### src/rtl/mau_pkg.sv
// Shared encodings for the memory access unit: access sizes and FSM states.
// Optional misaligned-access exception is enabled by defining MAU_MISALIGN_EXC_EN.
package mau_pkg;

    localparam logic [1:0] MAU_SZ_BYTE = 2'b00;
    localparam logic [1:0] MAU_SZ_HALF = 2'b01;
    localparam logic [1:0] MAU_SZ_WORD = 2'b10;

    typedef enum logic [1:0] {
        ST_IDLE,
        ST_RD,
        ST_WR,
        ST_RESP
    } mau_state_t;

    // Size codes 10 and 11 both mean a full word.
    function automatic logic isWord(input logic [1:0] size);
        return size[1];
    endfunction

endpackage

### src/rtl/mau_lane.sv
// Little-endian lane steering: extract/extend for loads and merge for sub-word stores.
// Purely combinational; shared by both build variants (MAU_MISALIGN_EXC_EN on or off).
module mau_lane
    import mau_pkg::*;
(
    input  logic [31:0] word_i,
    input  logic [31:0] data_i,
    input  logic [1:0]  off_i,
    input  logic [1:0]  size_i,
    input  logic        uns_i,
    output logic [31:0] load_o,
    output logic [31:0] merge_o
);

    logic [7:0]  byteSel;
    logic [15:0] halfSel;

    // Half accesses only look at off_i[1]; the low bit is truncated here.
    always_comb begin
        byteSel = word_i[{off_i, 3'b000} +: 8];
        halfSel = off_i[1] ? word_i[31:16] : word_i[15:0];
        load_o  = word_i;
        merge_o = data_i;
        if (size_i == MAU_SZ_BYTE) begin
            load_o  = {{24{byteSel[7] & ~uns_i}}, byteSel};
            merge_o = word_i;
            merge_o[{off_i, 3'b000} +: 8] = data_i[7:0];
        end else if (size_i == MAU_SZ_HALF) begin
            load_o  = {{16{halfSel[15] & ~uns_i}}, halfSel};
            merge_o = off_i[1] ? {data_i[15:0], word_i[15:0]}
                               : {word_i[31:16], data_i[15:0]};
        end
    end

endmodule

### src/rtl/mem_access_unit.sv
// Multi-cycle byte/half/word load-store initiator on a 128-word memory port.
// Define MAU_MISALIGN_EXC_EN to trap misaligned half/word accesses instead of truncating.
module mem_access_unit
    import mau_pkg::*;
(
    input  logic        clk,
    input  logic        rst,
    input  logic        req,
    input  logic        we,
    input  logic [1:0]  size,
    input  logic        uns,
    input  logic [31:0] addr,
    input  logic [31:0] wdata,
    output logic        ready,
    output logic        done,
    output logic [31:0] rdata,
    output logic        misalign,
    output logic [6:0]  dm_addr,
    output logic        dm_we,
    output logic [31:0] dm_din,
    input  logic [31:0] dm_dout
);

    mau_state_t  state_q;
    logic        we_q;
    logic [1:0]  size_q;
    logic        uns_q;
    logic [1:0]  off_q;
    logic [31:0] wdata_q;
    logic [31:0] rdata_q;
    logic [31:0] din_q;
    logic [6:0]  addr_q;
    logic        misal_q;
    logic        misalignHit;
    logic [31:0] loadWord;
    logic [31:0] mergeWord;
    logic        unusedAddr;

    assign unusedAddr = ^addr[31:9];

`ifdef MAU_MISALIGN_EXC_EN
    assign misalignHit = ((size == MAU_SZ_HALF) && addr[0]) ||
                         (isWord(size) && (addr[1:0] != 2'b00));
`else
    assign misalignHit = 1'b0;
`endif

    mau_lane u_lane (
        .word_i  (dm_dout),
        .data_i  (wdata_q),
        .off_i   (off_q),
        .size_i  (size_q),
        .uns_i   (uns_q),
        .load_o  (loadWord),
        .merge_o (mergeWord)
    );

    // Word stores skip the read phase; everything else reads the target word first.
    always_ff @(posedge clk or posedge rst) begin
        if (rst) begin
            state_q <= ST_IDLE;
            we_q    <= 1'b0;
            size_q  <= MAU_SZ_BYTE;
            uns_q   <= 1'b0;
            off_q   <= 2'b00;
            wdata_q <= '0;
            rdata_q <= '0;
            din_q   <= '0;
            addr_q  <= '0;
            misal_q <= 1'b0;
        end else begin
            case (state_q)
                ST_IDLE: begin
                    if (req) begin
                        we_q    <= we;
                        size_q  <= size;
                        uns_q   <= uns;
                        off_q   <= addr[1:0];
                        wdata_q <= wdata;
                        addr_q  <= addr[8:2];
                        misal_q <= misalignHit;
                        if (misalignHit) begin
                            state_q <= ST_RESP;
                        end else if (we && isWord(size)) begin
                            din_q   <= wdata;
                            state_q <= ST_WR;
                        end else begin
                            state_q <= ST_RD;
                        end
                    end
                end
                ST_RD: begin
                    if (we_q) begin
                        din_q   <= mergeWord;
                        state_q <= ST_WR;
                    end else begin
                        rdata_q <= loadWord;
                        state_q <= ST_RESP;
                    end
                end
                ST_WR:   state_q <= ST_RESP;
                default: state_q <= ST_IDLE;
            endcase
        end
    end

    assign ready    = (state_q == ST_IDLE);
    assign done     = (state_q == ST_RESP);
    assign dm_we    = (state_q == ST_WR);
    assign misalign = done & misal_q;
    assign rdata    = rdata_q;
    assign dm_addr  = addr_q;
    assign dm_din   = din_q;

endmodule

### config.mk
export PLATFORM = sky130hd
export DESIGN_NAME = mem_access_unit
export DESIGN_NICKNAME = d
export VERILOG_FILES = /design/src/rtl/mau_pkg.sv /design/src/rtl/mau_lane.sv /design/src/rtl/mem_access_unit.sv
export SDC_FILE = /design/constraint.sdc
export NUM_CORES = 1
export LEC_CHECK = 0
export BUFFER_PORTS_ARGS = -buffer_cell sky130_fd_sc_hd__buf_2
export CAP_MARGIN = 5
export CORE_MARGIN = 10
export CORE_UTILIZATION = 57
export DETAILED_ROUTE_END_ITERATION = 6
export MAX_ROUTING_LAYER = met4
export PLACE_DENSITY = 0.86
export SLEW_MARGIN = 20
export SYNTH_ARGS = -nofsm -noshare
export SYNTH_HDL_FRONTEND = slang
export SYNTH_HIERARCHICAL = 1
export SYNTH_SLANG_ARGS = --single-unit
### constraint.sdc
create_clock -name clk -period 10.4 [get_ports clk]
set_input_delay 1.04 -clock clk [delete_from_list [all_inputs] [get_ports clk]]
set_output_delay 1.04 -clock clk [all_outputs]
set_load 0.01 [all_outputs]
* Yosys cells after proc, flatten, opt, wreduce, memory -nomap -nowiden *
Index checks and enable logic that the tools add are counted.

word-level totals
  ROM bits = 0
  word-level logic and storage cells = 46
  bits in latches = 0
  memory bits (writable) = 0
  output and inout port bits = 75
  memories kept = 0
  bits of input ports = 103
  flip-flop bits (word level) = 111

operators by class
  $lt $le $gt $ge = 0
  $add $sub $neg = 1
  $mul = 0
  muxes and demuxes = 15
  shift operators = 3
  bitwise gates (word level) = 4
  eq/ne operators = 7
  reduce and logical (&&, ||, !) cells = 7
  divide/modulo/power cells = 0

operator list
  operator                count
  $mux 32                 8
  $pmux 32 s2             1
  $bwmux 32               1
  $shift 8x7->32 const A  1
  $shiftx 32x6->8         1
  $shiftx 8x7->32         1
  $mux 16                 1
  $neg 5->7               1
  $pmux 2 s3              1
  $eq 2x1->1 const B      2
  $eq 2x2->1 const B      2
  $logic_not 2->1         2
  $mux 2                  2
  $ne 2x2->1 const B      2
  $reduce_and 2->1        2
  $reduce_and 4->1        1
  $and 1x1->1             2
  $ne 2x1->1 const B      1
  $not 1->1               2
  $reduce_bool 2->1       1
  $logic_and 1x1->1       1
  $mux 1                  1

* Depth between registers and ports, before layout *
  depth in word-level cells = 6
  gate-level depth with buffers = 10
  mapped depth without buffers = 7

* Hierarchy *
Netlist, hierarchy kept.

by module, submodules not included
  module           sequential area each (µm²)  cells an instance  area each (µm²)  times used
  mem_access_unit  2777.7                      290                4659.5           1
  mau_lane         0.0                         243                1801.7           1

* Worst setup path before layout *
OpenSTA, ideal clock, no wires.

  path kind = reg2reg
  start = reg off_q[1]
  end = reg din_q[12] (netlist: dm_din[12])
  slack = 7.859 ns
  period minus slack after synthesis = 2.541 ns
  library setup time = 0.127 ns
  data arrival time = 2.414 ns
  stages on the path, launching flop included = 11
  data required time = 10.273 ns
  path buffers = 3
  cells stage by stage = dfrtp_1 buf_6 inv_2 buf_6 ha_1 nor3b_1 and3_1 buf_2 a221o_1 mux2_2 mux2_1

between the ends
  word-level cells in the longest chain between the ends = 6
  elaborated cells on any way between the ends = 9
  classes of those cells = add/sub (1); shift (2); mux (6)

ends and longest elaborated chain
  what                                                      RTL line               source
  start, declared                                           mem_access_unit.sv:28  logic [1:0] off_q;
  start signal, assigned                                    mem_access_unit.sv:78  off_q <= addr[1:0];
  $neg 5->7                                                 mau_lane.sv:27         merge_o[{off_i, 3'b000} +: 8] = data_i[7:0];
  $shiftx 8x7->32 / $shift 8x7->32 (equally long branches)  mau_lane.sv:27
  $bwmux 32                                                 mau_lane.sv:27
  $mux 32 *                                                 mau_lane.sv:24         if (size_i == MAU_SZ_BYTE) begin
  named net mergeWord[12]                                   mem_access_unit.sv:36  logic [31:0] mergeWord;
  $mux 32 *                                                 mem_access_unit.sv:93  if (we_q) begin
  $pmux 32 s2 *                                             mem_access_unit.sv:72  case (state_q)
  end signal, assigned                                      mem_access_unit.sv:85  din_q <= wdata;
  end signal, assigned                                      mem_access_unit.sv:94  din_q <= mergeWord;
  end, declared                                             mem_access_unit.sv:31  logic [31:0] din_q;

The timed path passes the listed nets; every way through them passes the cells marked *. The select of a mux whose other input is x is not followed.
A chain may end at the register's enable or synchronous reset.

* Worst setup path in the final report *
Same ends and word-level chain as after synthesis.

==> run_summary.xml <==
<?xml version="1.0" encoding="UTF-8"?>
<metrics>
  <group name="layout">
    <metric name="area.growth.synth_to_final" unit="%">15.8</metric>
    <metric name="finalInstanceArea" unit="mm^2">0.00748</metric>
    <metric name="drive_above_1_share" unit="%">51.0</metric>
    <metric name="layout.nets" unit="">777</metric>
    <metric name="antenna_diode_count" unit="">0</metric>
    <metric name="fillers" unit="">838</metric>
    <metric name="final_core_util" unit="%">68.1</metric>
    <metric name="final_cell_count_no_fill" unit="">807</metric>
  </group>
  <group name="worst_setup_path">
    <metric name="path_cells" unit="">buf_4, inv_2, ha_1, nor3b_1, and3_1, a221o_1, mux2_2, mux2_1</metric>
    <metric name="r2r.worst_path.cells" unit="">8</metric>
    <metric name="crit_arrival" unit="ns">3.66</metric>
    <metric name="critical_path.startpoint_type" unit="">flip-flop</metric>
    <metric name="timing_worst_setup_path_type" unit="">reg -&gt; reg</metric>
    <metric name="rrSetupSlack" unit="ns">6.99</metric>
    <metric name="timing.critical_path.depth" unit="">8</metric>
    <metric name="timing.critical_path.slowest_stage_cell" unit="">dfrtp_1</metric>
    <metric name="crit_path_capture_type" unit="">flip-flop</metric>
    <metric name="rr_startpoint" unit="">off_q[1]</metric>
    <metric name="crit-reg2reg-capture" unit="">dm_din[12]</metric>
    <metric name="worst_setup_sp" unit="">off_q[1]</metric>
    <metric name="endpoint" unit="">dm_din[12]</metric>
    <metric name="cp.buffers_inverters" unit="">2</metric>
    <metric name="cp_data_required_time" unit="ns">10.64</metric>
    <metric name="critical-path-max-stage-delay" unit="ns">0.84</metric>
    <metric name="cp_max_fo" unit="">21</metric>
    <metric name="cp_top_family" unit="">flip-flops</metric>
  </group>
  <group name="synth">
    <metric name="yosys.area_share.xor_xnor" unit="%">0</metric>
    <metric name="postSynthCellCount" unit="">533</metric>
    <metric name="yosys.cell_types.count" unit="">48</metric>
    <metric name="syn_area" unit="mm^2">0.00646</metric>
    <metric name="synth-compound-area-share" unit="%">14.6</metric>
    <metric name="synth_nets" unit="">647</metric>
    <metric name="synth.mux.area_fraction" unit="%">29.3</metric>
    <metric name="yosys_reg_bits" unit="">111</metric>
    <metric name="ys.flop_type" unit="">dfrtp_1</metric>
    <metric name="number_of_enable_flip_flop_cells_after_synthesis" unit="">0</metric>
    <metric name="seq_area_frac_synth" unit="%">43.0</metric>
    <metric name="asyncSetResetFlopFracSynth" unit="%">100</metric>
    <metric name="synth_area_per_cell" unit="um^2">12.1</metric>
    <metric name="yosys.area_share.adder" unit="%">2.13</metric>
    <metric name="total_number_of_yosys_warnings" unit="">6</metric>
    <metric name="post_synth_and_or_nand_nor_area_fraction" unit="%">6.64</metric>
    <metric name="synth_top_family_by_area" unit="">multiplexers</metric>
  </group>
  <group name="detailed_routing">
    <metric name="top_signal_layer_used" unit="">met4</metric>
    <metric name="route.detailed.vias_per_inst" unit="">6.28</metric>
    <metric name="ant_nets" unit="">0</metric>
    <metric name="initialDrtViolationCount" unit="">398</metric>
    <metric name="drcViolationCount" unit="">0</metric>
    <metric name="routedLengthMet1" unit="um">7840</metric>
    <metric name="drt_pre_antenna_iters" unit="">5</metric>
    <metric name="wl_met3" unit="um">1460</metric>
    <metric name="drt-total-wl" unit="um">19100</metric>
    <metric name="met2_length" unit="um">9350</metric>
    <metric name="routed_wire_length_per_instance" unit="um">23.7</metric>
    <metric name="routed-via-count" unit="">5064</metric>
  </group>
  <group name="floorplan">
    <metric name="die_height" unit="um">126</metric>
    <metric name="number_of_top_level_pins" unit="">178</metric>
    <metric name="placeableCoreArea" unit="mm^2">0.0110</metric>
    <metric name="die_w" unit="um">126</metric>
    <metric name="floorplan.rows" unit="">38</metric>
    <metric name="die_area" unit="mm^2">0.0160</metric>
    <metric name="starting_density_of_the_core" unit="%">58.8</metric>
  </group>
  <group name="global_route">
    <metric name="grt.total_usage" unit="%">24.3</metric>
    <metric name="number_of_global_route_vias_before_repair" unit="">5306</metric>
    <metric name="number_of_antenna_violations_at_the_first_check_in_global_routing" unit="">0</metric>
    <metric name="grt_max_degree" unit="">67</metric>
    <metric name="grt_overflow_total" unit="">0</metric>
    <metric name="grt_pass1_wl" unit="um">29900</metric>
  </group>
  <group name="sta">
    <metric name="achievable-frequency" unit="MHz">293</metric>
    <metric name="hold-worst-slack" unit="ns">0.480</metric>
    <metric name="setup_ws_post_layout" unit="ns">6.99</metric>
    <metric name="maxSlewViolCount" unit="">0</metric>
    <metric name="hold_viol" unit="">0</metric>
    <metric name="timing.final.crit_period" unit="ns">3.41</metric>
    <metric name="timing.setup.tns" unit="ns">0</metric>
    <metric name="setup_viol" unit="">0</metric>
    <metric name="post-route-period-util" unit="%">32.8</metric>
    <metric name="worst_slew_margin_rel" unit="%">21.6</metric>
    <metric name="finClkSkew" unit="ns">0.0106</metric>
    <metric name="max_slew.worst_pin.slew" unit="ns">1.17</metric>
    <metric name="grt_setup_unrepaired" unit="">false</metric>
  </group>
  <group name="clocking">
    <metric name="cts-root-to-sink-buffers" unit="">2</metric>
    <metric name="cts.clk_slew.worst_paths" unit="ns">0.07</metric>
    <metric name="clock_sinks" unit="">111</metric>
    <metric name="cts_resized" unit="">0</metric>
    <metric name="worstSkewPairLatency" unit="ns">0.37</metric>
    <metric name="cts.hold.buffers_added" unit="">0</metric>
    <metric name="cts_post_setup_buffers_inserted" unit="">0</metric>
    <metric name="cts-htree-levels" unit="">3</metric>
    <metric name="cts_tree" unit="">done</metric>
    <metric name="cts_made_buffers" unit="">9</metric>
    <metric name="clock_tree.root_cell" unit="">clkbuf_16</metric>
  </group>
  <group name="run_status">
    <metric name="outcome" unit="">complete, no violations</metric>
  </group>
  <group name="placed_design">
    <metric name="port_buffers" unit="">153</metric>
    <metric name="place_congestion" unit="">0.897</metric>
    <metric name="placed_cell_count" unit="">792</metric>
    <metric name="dp_hpwl" unit="um">14000</metric>
    <metric name="cell_area_reported_after_detailed_placement" unit="mm^2">0.00721</metric>
    <metric name="place_worst_setup_slack" unit="ns">7.05</metric>
  </group>
  <group name="power_and_ir_drop">
    <metric name="design_power_total" unit="mW">2.60</metric>
    <metric name="power.leakage" unit="nW">3.44</metric>
    <metric name="cellPowerDensity" unit="mW/mm^2">347</metric>
    <metric name="vdd_ir_drop_max" unit="uV">352</metric>
  </group>
  <group name="hold_path">
    <metric name="worst_hold_startpoint" unit="">dm_din[7]</metric>
    <metric name="timing.hold.worst.class" unit="">reg -&gt; reg</metric>
  </group>
  <group name="run">
    <metric name="drv.max_cap_violation_count" unit="">0</metric>
  </group>
</metrics>
## per-layer routing
| layer | global-route usage, % | vias to the layer above |
|---|---|---|
| met5 | - | - |
| met4 | 8.17 | 0 |
| met3 | 6.37 | 34 |
| met2 | 38.3 | 205 |
| li1 | - | 2269 |
| met1 | 29.6 | 2556 |
## worst register-to-register path: cells and delay by family, from the launching register on
kind,cells,cell delay [ns]
buffers and inverters,2,0.64
and+or+nand+nor,2,0.47
DFF,1,0.84
AOI/OAI and AO/OA,1,0.39
adders and majority gates,1,0.38
muxes,2,0.57
## area by class of cell
class,count,area [um^2],share of cell area [%]
Clock buffer,9,225,3.01
Clock inverter,6,45.0,0.602
Inverter,6,25.0,0.334
Multi-Input combinational cell,375,3410,45.6
Sequential cell,111,2780,37.2
Tap cell,140,175,2.34
Timing Repair Buffer,160,818,10.9
## logic make-up (layout without fill, tap and decap cells)
| group | count (synthesis) | count (layout) |
|---|---|---|
| AO/OA/AOI/OAI | 112 | 112 |
| other | 1 | 1 |
| flip-flops | 111 | 111 |
| adder cells (fa/ha/maj) | 11 | 11 |
| multiplexers | 169 | 169 |
| AND/OR/NAND/NOR | 82 | 82 |
| buffers and inverters | 47 | 181 |
## where the power goes
part | switching [mW] | internal, mW
sequential | 0.205 | 0.654
clock | 0.165 | 0.163
combinational | 0.691 | 0.720
total | 1.06 | 1.54
## worst min path at each step
stage / slack [ns] / depth (start not counted) / end
after detailed placement: 0.47 / 1 / dm_din[7]
after global placement: 0.46 / 1 / dm_din[12]
final: 0.48 / 1 / dm_din[7]
after global routing: 0.49 / 1 / dm_din[7]
after CTS: 0.49 / 1 / dm_din[7]
after floorplan: 0.48 / 1 / wdata_q[23]
## state kept, by name, summed over array words and instances (netlist names)
register  count
rdata        32
off_q         2
we_q          1
state_q       2
uns_q         1
dm_addr       7
size_q        2
dm_din       32
wdata_q      32
## placed cells by master (no fill, tap or decap), drive strengths merged, types with 2 or more instances in the layout
cell      n
o31ai     2
o221a     7
clkbuf    9
a211oi    2
o211ai    7
clkinv    4
nand2    44
a21oi     2
buf     160
a22o     38
nor2b     5
inv       8
a211o     7
nand2b    4
nor2     12
nor3      3
nor3b     4
mux2i    17
a221o    16
and3      2
o21ai    19
a32oi     7
dfrtp   111
ha       11
mux2    151
a31oi     3
## cells in the mapped netlist, types with 8 or more instances
cell / number / area share, %
mux2_2: 142 / 25
mux2i_1: 17 / 2.6
nor2_1: 12 / 0.70
clkbuf_1: 8 / 0.46
a221o_1: 16 / 2.5
a22o_1: 38 / 5.2
ha_1: 11 / 2.1
mux2_1: 9 / 1.6
nand2_1: 44 / 2.6
o21ai_0: 19 / 1.5
buf_2: 19 / 1.5
dfrtp_1: 111 / 43
(Power assumes the default switching activity.)
